==> src/rtl/arp_rx_if.sv <==
// Receive byte-stream bus from the Ethernet MAC into the ARP parser.
interface arp_rx_if;
  logic [7:0] i_rx_data;
  logic       i_rx_valid;
  logic       i_rx_sop;
  logic       i_rx_eop;
  logic       i_rx_err;

  modport master (output i_rx_data, i_rx_valid, i_rx_sop, i_rx_eop, i_rx_err);
  modport slave  (input  i_rx_data, i_rx_valid, i_rx_sop, i_rx_eop, i_rx_err);
endinterface

==> src/rtl/arp_rx_parser.sv <==
// ARP/Ethernet receive parser: shadows header and ARP fields, commits them atomically at eop.
// Optional destination-MAC filter enabled by defining ARP_RX_MAC_FILTER_EN.
module arp_rx_parser #(
  parameter int MIN_FRAME = 42,
  parameter int CNT_W     = 16
) (
  input  logic             clk,
  input  logic             rst,
  arp_rx_if.slave          rx,
  input  logic [47:0]      i_my_mac,
  output logic [47:0]      o_dst_mac,
  output logic [47:0]      o_src_mac,
  output logic [1:0]       o_operation,
  output logic [47:0]      o_SHA,
  output logic [31:0]      o_SPA,
  output logic [47:0]      o_THA,
  output logic [31:0]      o_TPA,
  output logic [1:0]       o_packet_type,
  output logic             o_pkt_valid,
  output logic [CNT_W-1:0] o_rx_cnt,
  output logic [CNT_W-1:0] o_drop_cnt
);

  typedef enum logic [1:0] {IDLE, HDR, ARP, SKIP} state_t;

  state_t      state;
  logic [5:0]  cnt;
  logic [47:0] dst_sh, src_sh, sha_sh, tha_sh;
  logic [31:0] spa_sh, tpa_sh;
  logic [15:0] htype_sh, ptype_sh, oper_sh;
  logic [7:0]  etype_hi, hlen_sh, plen_sh;
  logic        err_q;
  logic [1:0]  cls_q;
  logic        vld_p0;
  logic [1:0]  cls_p0;
  logic [1:0]  drop_p0;

  function automatic logic [5:0] sat_inc(input logic [5:0] v);
    return (v == 6'd63) ? v : v + 6'd1;
  endfunction

  function automatic logic [1:0] classify(input logic [15:0] et);
    if (et == 16'h0806) return 2'd1;
    if (et == 16'h0800) return 2'd2;
    return 2'd3;
  endfunction

  function automatic logic arp_body_ok(input logic [15:0] ht, input logic [15:0] pt,
                                       input logic [7:0] hl, input logic [7:0] pl,
                                       input logic [15:0] op);
    return (ht == 16'h0001) && (pt == 16'h0800) && (hl == 8'd6) && (pl == 8'd4) &&
           ((op == 16'd1) || (op == 16'd2));
  endfunction

  logic [7:0]  d;
  logic [5:0]  off;
  logic        store;
  logic [15:0] etype_now;
  logic [1:0]  cls_raw, cls_fin;
  logic [6:0]  len_now;
  logic        len_ok, err_now, mac_ok, frame_good;

  assign d         = rx.i_rx_data;
  assign off       = rx.i_rx_sop ? 6'd0 : cnt;
  assign store     = rx.i_rx_valid && (rx.i_rx_sop || state == HDR || state == ARP);
  assign etype_now = {etype_hi, d};
  // In HDR the eop byte may itself complete the ethertype, so classify from the live byte.
  assign cls_raw   = (state == HDR) ? classify(etype_now) : cls_q;
  assign cls_fin   = (cls_raw == 2'd1 &&
                      !arp_body_ok(htype_sh, ptype_sh, hlen_sh, plen_sh, oper_sh)) ? 2'd3 : cls_raw;
  assign len_now   = {1'b0, cnt} + 7'd1;
  assign len_ok    = (cls_raw == 2'd1) ? (int'(len_now) >= MIN_FRAME) : (len_now >= 7'd14);
  assign err_now   = err_q | rx.i_rx_err;

`ifdef ARP_RX_MAC_FILTER_EN
  logic mac_ok_q;
  assign mac_ok = mac_ok_q;
`else
  logic unused_my_mac;
  assign unused_my_mac = ^i_my_mac;
  assign mac_ok = 1'b1;
`endif

  assign frame_good = !err_now && len_ok && mac_ok;

  always_ff @(posedge clk or posedge rst) begin
    if (rst) begin
      state <= IDLE;  cnt <= '0;  err_q <= 1'b0;  cls_q <= '0;
      dst_sh <= '0;  src_sh <= '0;  sha_sh <= '0;  tha_sh <= '0;
      spa_sh <= '0;  tpa_sh <= '0;  htype_sh <= '0;  ptype_sh <= '0;
      oper_sh <= '0;  etype_hi <= '0;  hlen_sh <= '0;  plen_sh <= '0;
      vld_p0 <= 1'b0;  cls_p0 <= '0;  drop_p0 <= '0;
      o_dst_mac <= '0;  o_src_mac <= '0;  o_operation <= '0;
      o_SHA <= '0;  o_SPA <= '0;  o_THA <= '0;  o_TPA <= '0;
      o_packet_type <= '0;  o_pkt_valid <= 1'b0;
      o_rx_cnt <= '0;  o_drop_cnt <= '0;
`ifdef ARP_RX_MAC_FILTER_EN
      mac_ok_q <= 1'b0;
`endif
    end else begin
      // Commit stage: one cycle after the eop byte, shadows already hold that byte.
      vld_p0      <= 1'b0;
      drop_p0     <= '0;
      o_pkt_valid <= vld_p0;
      o_drop_cnt  <= o_drop_cnt + CNT_W'(drop_p0);
      if (vld_p0) begin
        o_dst_mac     <= dst_sh;
        o_src_mac     <= src_sh;
        o_packet_type <= cls_p0;
        o_rx_cnt      <= o_rx_cnt + CNT_W'(1);
        if (cls_p0 == 2'd1) begin
          o_operation <= oper_sh[1:0];
          o_SHA <= sha_sh;  o_SPA <= spa_sh;  o_THA <= tha_sh;  o_TPA <= tpa_sh;
        end
      end

      // Parse stage: shift each accepted byte into the field its offset selects.
      if (store) begin
        case (off) inside
          [6'd0:6'd5]:   dst_sh   <= {dst_sh[39:0], d};
          [6'd6:6'd11]:  src_sh   <= {src_sh[39:0], d};
          6'd12:         etype_hi <= d;
          [6'd14:6'd15]: htype_sh <= {htype_sh[7:0], d};
          [6'd16:6'd17]: ptype_sh <= {ptype_sh[7:0], d};
          6'd18:         hlen_sh  <= d;
          6'd19:         plen_sh  <= d;
          [6'd20:6'd21]: oper_sh  <= {oper_sh[7:0], d};
          [6'd22:6'd27]: sha_sh   <= {sha_sh[39:0], d};
          [6'd28:6'd31]: spa_sh   <= {spa_sh[23:0], d};
          [6'd32:6'd37]: tha_sh   <= {tha_sh[39:0], d};
          [6'd38:6'd41]: tpa_sh   <= {tpa_sh[23:0], d};
          default: ;
        endcase
      end

      if (rx.i_rx_valid) begin
        if (rx.i_rx_sop) begin
          // A sop mid-frame aborts the old frame; sop with eop is a runt. Both count as drops.
          drop_p0 <= {1'b0, state != IDLE} + {1'b0, rx.i_rx_eop};
          cnt     <= 6'd1;
          err_q   <= rx.i_rx_err;
          cls_q   <= '0;
          state   <= rx.i_rx_eop ? IDLE : HDR;
`ifdef ARP_RX_MAC_FILTER_EN
          mac_ok_q <= 1'b0;
`endif
        end else if (state != IDLE) begin
          cnt   <= sat_inc(cnt);
          err_q <= err_now;
`ifdef ARP_RX_MAC_FILTER_EN
          if (state == HDR && cnt == 6'd5)
            mac_ok_q <= ({dst_sh[39:0], d} == 48'hFFFF_FFFF_FFFF) ||
                        ({dst_sh[39:0], d} == i_my_mac);
`endif
          if (state == HDR && cnt == 6'd13) begin
            cls_q <= classify(etype_now);
            state <= (etype_now == 16'h0806) ? ARP : SKIP;
          end
          if (state == ARP && cnt == 6'd41) state <= SKIP;
          if (rx.i_rx_eop) begin
            state <= IDLE;
            if (frame_good) begin
              vld_p0 <= 1'b1;
              cls_p0 <= cls_fin;
            end else begin
              drop_p0 <= 2'd1;
            end
          end
        end
      end
    end
  end

endmodule

==> src/flat_wrapper.sv <==
// flat-port wrapper written by rule: the top's interface ports become plain ports
module arp_rx_parser_flat 
#(
  parameter int MIN_FRAME = 42,
  parameter int CNT_W     = 16
)
  (clk, rst, i_my_mac, o_dst_mac, o_src_mac, o_operation, o_SHA, o_SPA, o_THA, o_TPA, o_packet_type, o_pkt_valid, o_rx_cnt, o_drop_cnt, rx_i_rx_data, rx_i_rx_valid, rx_i_rx_sop, rx_i_rx_eop, rx_i_rx_err);
  arp_rx_if rx_i ();
  input  logic clk;
  input  logic rst;
  input  logic [47:0] i_my_mac;
  output logic [47:0] o_dst_mac;
  output logic [47:0] o_src_mac;
  output logic [1:0] o_operation;
  output logic [47:0] o_SHA;
  output logic [31:0] o_SPA;
  output logic [47:0] o_THA;
  output logic [31:0] o_TPA;
  output logic [1:0] o_packet_type;
  output logic o_pkt_valid;
  output logic [CNT_W-1:0] o_rx_cnt;
  output logic [CNT_W-1:0] o_drop_cnt;
  input wire logic [$bits(rx_i.i_rx_data)-1:0] rx_i_rx_data;
  input wire logic [$bits(rx_i.i_rx_valid)-1:0] rx_i_rx_valid;
  input wire logic [$bits(rx_i.i_rx_sop)-1:0] rx_i_rx_sop;
  input wire logic [$bits(rx_i.i_rx_eop)-1:0] rx_i_rx_eop;
  input wire logic [$bits(rx_i.i_rx_err)-1:0] rx_i_rx_err;
  assign rx_i.i_rx_data = rx_i_rx_data;
  assign rx_i.i_rx_valid = rx_i_rx_valid;
  assign rx_i.i_rx_sop = rx_i_rx_sop;
  assign rx_i.i_rx_eop = rx_i_rx_eop;
  assign rx_i.i_rx_err = rx_i_rx_err;
  arp_rx_parser #(.MIN_FRAME(MIN_FRAME), .CNT_W(CNT_W)) u_core (.clk(clk), .rst(rst), .rx(rx_i), .i_my_mac(i_my_mac), .o_dst_mac(o_dst_mac), .o_src_mac(o_src_mac), .o_operation(o_operation), .o_SHA(o_SHA), .o_SPA(o_SPA), .o_THA(o_THA), .o_TPA(o_TPA), .o_packet_type(o_packet_type), .o_pkt_valid(o_pkt_valid), .o_rx_cnt(o_rx_cnt), .o_drop_cnt(o_drop_cnt));
endmodule
==> config.mk <==
export PLATFORM = sky130hd
export DESIGN_NAME = arp_rx_parser_flat
export DESIGN_NICKNAME = d
export VERILOG_FILES = /design/src/rtl/arp_rx_if.sv /design/src/rtl/arp_rx_parser.sv /design/src/flat_wrapper.sv
export SDC_FILE = /design/constraint.sdc
export NUM_CORES = 1
export LEC_CHECK = 0
export ABC_CLOCK_PERIOD_IN_PS = 56100
export BUFFER_PORTS_ARGS = -buffer_cell sky130_fd_sc_hd__buf_2
export CORE_AREA = 2 2 203 205
export DETAILED_ROUTE_END_ITERATION = 16
export DIE_AREA = 0 0 205 207
export HOLD_SLACK_MARGIN = 0.02
export PLACE_DENSITY = 0.85
export SLEW_MARGIN = 5
export SYNTH_ARGS = -nofsm -noshare
export SYNTH_HDL_FRONTEND = slang
export SYNTH_SLANG_ARGS = --single-unit
==> constraint.sdc <==
create_clock -name clk -period 56.1 [get_ports clk]
set_clock_uncertainty 0.05 [all_clocks]
set_input_delay 2.805 -clock clk [delete_from_list [all_inputs] [get_ports clk]]
set_output_delay 2.805 -clock clk [all_outputs]
set_load 0.005 [all_outputs]
# Yosys cells after proc, flatten, opt, wreduce, memory -nomap -nowiden
# Cells that the tools add are included.
dict set report classes {
  n_addsub 5
  n_lt_le_gt_ge 20
  eq_ne 19
  mux 47
  n_bitwise 13
  reduce_logical 45
}
# op count
set op_table {}
lappend op_table {{16-bit by 12-bit equality test with 1-bit output, second input constant} 3}
lappend op_table {{2-bit two-way mux} 20}
lappend op_table {{16-bit by 1-bit equality test with 1-bit output, second input constant} 2}
lappend op_table {{6-bit by 5-bit greater-or-equal comparator with 1-bit output, second input constant} 4}
lappend op_table {{6-bit by 5-bit <= comparator with 1-bit output, second input constant} 4}
lappend op_table {{6-bit two-way mux} 4}
lappend op_table {{1-bit two-way mux} 23}
lappend op_table {{1-bit logical AND} 18}
lappend op_table {{16-bit by 1-bit adder with 16-bit output, second input constant} 1}
lappend op_table {{16-bit by 2-bit adder with 16-bit output} 1}
lappend op_table {{16-bit by 2-bit equality test with 1-bit output, second input constant} 1}
lappend op_table {{8-bit by 3-bit equality test with 1-bit output, second input constant} 2}
lappend op_table {{13-bit AND reduction} 1}
lappend op_table {{6-bit by 4-bit equality test with 1-bit output, second input constant} 2}
lappend op_table {{6-bit by 5-bit equality test with 1-bit output, second input constant} 2}
lappend op_table {{6-bit equality test, second input constant} 2}
lappend op_table {{6-bit greater-or-equal comparator, second input constant} 2}
lappend op_table {{6-bit by 4-bit <= comparator with 1-bit output, second input constant} 2}
lappend op_table {{6-bit <= comparator, second input constant} 2}
lappend op_table {{1-bit inverter} 12}
lappend op_table {{12-bit AND reduction} 1}
lappend op_table {{3-bit AND reduction} 4}
lappend op_table {{11-bit AND reduction} 1}
lappend op_table {{10-bit AND reduction} 1}
lappend op_table {{other kinds (24)} 34}
dict set report word_totals {
  regBits 637
  in_bits 62
  out_inout_bits 293
  elab_cells 179
}

# Logic depth before layout (Yosys ltp)
dict set report logic_depth {
  depth_word 16
  ltp_mapped 9
  depth_no_buf 8
}

# Worst setup path before layout
# No wires, ideal clock.
dict set report synth_path {
  path_kind {input port to flip-flop}
  from {in rx_i_rx_sop}
  to {reg u_core.ptype_sh[0]}
  t_arrival_ns 4.332
  required_time_ns 55.925
  path_slack_ns 51.594
  stages 7
  n_path_buf 2
  cell_sequence {and2b_1 -> nand4b_1 -> or3_1 -> buf_2 -> nor2_4 -> buf_6 -> mux2_2}
}
dict set report synth_between {
  elab_chain_cells 5
  word_cells_on_any_way 22
  classes_between {8 x order compare; 1 x eq/ne; 1 x mux; 4 x bitwise; 8 x reduce/logical}
}
# item line
set synth_rtl {}
lappend synth_rtl {{start: declaration} flat_wrapper.sv:25} ;# input wire logic [$bits(rx_i.i_rx_sop)-1:0] rx_i_rx_sop;
lappend synth_rtl {{6-bit two-way mux} arp_rx_parser.sv:64} ;# assign off = rx.i_rx_sop ? 6'd0 : cnt;
lappend synth_rtl {{6-bit by 1-bit greater-or-equal comparator with 1-bit output (no source line) (tied with other cells)} -}
lappend synth_rtl {{1-bit logical AND (no source line)} -}
lappend synth_rtl {{1-bit inverter (no source line)} -}
lappend synth_rtl {{6-bit AND reduction (no source line) (*)} -}
lappend synth_rtl {{end signal: assignment} arp_rx_parser.sv:124} ;# [6'd16:6'd17]: ptype_sh <= {ptype_sh[7:0], d};
lappend synth_rtl {{end: declaration} arp_rx_parser.sv:30} ;# logic [15:0] htype_sh, ptype_sh, oper_sh;
# Every way passes the cells marked *; elsewhere a longest branch is shown, timed or not.
# A chain may end at the register's enable or synchronous reset.

==> qor.csv <==
metric,value,unit
status,finished clean,
PD cells,33.4,nW/µm²
number of global-route vias before repair,14186,
number of port buffers,306,
hpwl dp,30000,µm
hold path depth,1,
cell count after placement,2309,
TritonCTS clock tree,done,
post-synthesis xor/xnor area fraction,1.19,%
post-route DRC violation count,0,
post-synthesis simple-gate area fraction,3.06,%
Sink Count,637,
initial antenna violation count,1,
Yosys reg bits,637,
Post-Synth Adder-Cell Area,0.390,%
crit path DAT,6.43,ns
Worst-Margin Slew,1.24,ns
final setup violation count,0,
FF-to-FF path depth,7,
maxcap violations,0,
Post-Syn Area,24400,µm²
initial core utilization,60.4,%
global route overflow,0,
post-synthesis cell type count,49,
Peak VDD IR,0.0265,mV
H-tree depth,2,
initial drt markers,762,
die area,42400,µm²
Clock Latency Late Sink,0.61,ns
r2r setup slk,53.48,ns
largest family of logic cells by synthesized area,multiplexers,
"non-filler cells, final",2417,
GP Congestion,0.822,
"EDFF count, synth",0,
mean post-synth cell area,15.9,µm²
Post-synth top flop,dfrtp_1,
DRT Pass-1 Iters,4,
CP Max Fanout,136,
Crit Path Class,in -> async,
Post-Syn Instances,1535,
Post-Syn Nets,1604,
proportion of synthesized area in mux cells,27.4,%
GRT Resource Usage Total,22.9,%
Pins Over Slew Limit,0,
hold slack,0.419,ns
Final Cycle Share,10.5,%
CTS clock-pin slew for the worst setup and hold paths,0.06,ns
Synth Warn #,0,
hold_buf cts,0,
"Setup Fix Bufs, Post-CTS",0,
die height,207,µm
Antenna Cells,0,
maximum operating frequency,170,MHz
"commonest cells after routing, fill and taps aside","dfrtp_1 (636), mux2_2 (593), buf_2 (306)",
Layout area overhead,16.4,%
"leading cell type in the layout, fill and taps excluded",dfrtp_1,
CP endpoint kind,async pin,
CP required,56.64,ns
fin crit period,5.89,ns
routed length per instance,19.8,µm
Total Routed Length,47900,µm
setup TNS,0,ns
P_leak,0.0153,µW
# resized after CTS,0,
root buf cell,clkbuf_16,
Routed Antenna Nets,0,
die width,205,µm
Critical Path Start Type,primary input,
Cell Rows,74,
HP Class,reg -> reg,
final-stage net count,1909,
share of cells above drive strength 1,53.6,%
largest net degree at the start of global routing,187,
register area share after synthesis,65.4,%
Rel. slew slack,17.5,%
post-synthesis compound-gate area fraction,1.06,%
RSZ-0062 raised after global routing,false,
global-route wire length before repair,77500,µm
asr flop ratio synth,100,%
Core Region,40400,µm²
via count,13627,
hold violation count in the final report,0,
TritonCTS Buffers,61,
I/O pin count,355,
Clock Tree Buf Depth,3,
Via density,5.64,
==> synthesized netlist by cell type, types with 2 or more instances <==
library cell	instances	share of area, %
buf_2	22	0.45
o221ai_1	2	0.072
nor2_4	2	0.092
mux2_2	593	27
and2_1	3	0.077
a31oi_1	2	0.051
xor2_1	9	0.32
nor4b_1	4	0.14
nor3_1	6	0.12
and3_1	4	0.10
nand2b_1	4	0.10
dfrtp_1	637	65
nand4_1	12	0.31
nor4_1	14	0.36
nand3b_1	2	0.062
o21ai_0	16	0.33
nor3b_1	2	0.062
clkbuf_1	51	0.79
nor2b_1	3	0.077
o211ai_1	2	0.062
and4_1	3	0.11
buf_1	3	0.046
xnor2_1	24	0.86
ha_1	6	0.31
a211oi_1	3	0.092
nand3_1	20	0.41
inv_1	11	0.17
nand2_1	32	0.49
nor2_1	18	0.28
a21oi_1	6	0.12
==> path summary, 6_finish.rpt <==
path / to / startpoint
min in group asynchronous: u_core.o_SHA[41]$_DFFE_PP0P_ / rst
max: u_core.o_SPA[30]$_DFFE_PP0P_ / rst
max reg2reg: u_core.cls_p0[1]$_DFFE_PP0P_ / u_core.cnt[1]$_DFFE_PP0P_
max in group clk: u_core.oper_sh[5]$_DFFE_PP0P_ / rx_i_rx_sop
min reg2reg: u_core.o_drop_cnt[15]$_DFF_PP0_ / u_core.o_drop_cnt[15]$_DFF_PP0_
min: u_core.o_drop_cnt[15]$_DFF_PP0_ / u_core.o_drop_cnt[15]$_DFF_PP0_
==> final cells by class <==
class / count / area (µm²)
flip-flops and latches: 637 / 15900
fillers: 2658 / 12000
multi-input cells: 810 / 8110
clock buffers: 98 / 1840
repair buffers: 319 / 1650
well taps: 532 / 666
clock inverters: 10 / 121
inverters: 11 / 48.8
==> worst max-delay path, cell delays in order <==
cell,delay [ns]
buf_2,0.13
inv_8,0.64
buf_4,0.93
buf_4,0.88
buf_4,0.90
==> metal layers <==
metal	vias to the layer above	GRT usage [%]	routed length (µm)
li1	6067	-	-
met1	7195	30.4	20200
met2	279	38.3	24300
met3	86	4.19	2220
met4	0	7.34	1170
met5	-	0	0
==> through the flow <==
step                      cell area [µm²]  util [%]  worst slack (ns)  power [µW]
final                               28400      70.3             50.21         946
after global routing                28400      70.3             49.51         984
after CTS                           28400      70.3             50.05         957
after detailed placement            26400      65.5             49.37         557
after global placement              26400      65.5             49.49         553
after floorplan                     24400         -             35.40         538
==> cells by family (layout without fill, tap and decap cells) <==
| kind of cell | count (synthesis) | after routing |
|---|---|---|
| compound gates | 41 | 41 |
| xor+xnor | 33 | 33 |
| fa+ha+maj | 7 | 7 |
| buf+inv | 88 | 438 |
| flops | 637 | 637 |
| mux | 593 | 593 |
| simple gates | 136 | 136 |
==> where the power goes <==
| group | total [µW] | internal, µW | switching (µW) |
|---|---|---|---|
| clock | 399 | 232 | 167 |
| combinational | 49.7 | 22.9 | 26.8 |
| sequential | 498 | 480 | 18.4 |
==> state kept, by name (all words and copies together) (netlist names), 6 cells and up <==
name / flops
u_core.cnt: 6
u_core.dst_sh: 48
u_core.etype_hi: 8
u_core.hlen_sh: 8
u_core.htype_sh: 16
u_core.o_SHA: 48
u_core.o_SPA: 32
u_core.o_THA: 48
u_core.o_TPA: 32
u_core.o_drop_cnt: 16
u_core.o_dst_mac: 48
u_core.o_rx_cnt: 16
u_core.o_src_mac: 48
u_core.oper_sh: 16
u_core.plen_sh: 8
u_core.ptype_sh: 16
u_core.sha_sh: 48
u_core.spa_sh: 32
u_core.src_sh: 48
u_core.tha_sh: 48
u_core.tpa_sh: 32
No activity file was read; power rests on OpenSTA's default activity.
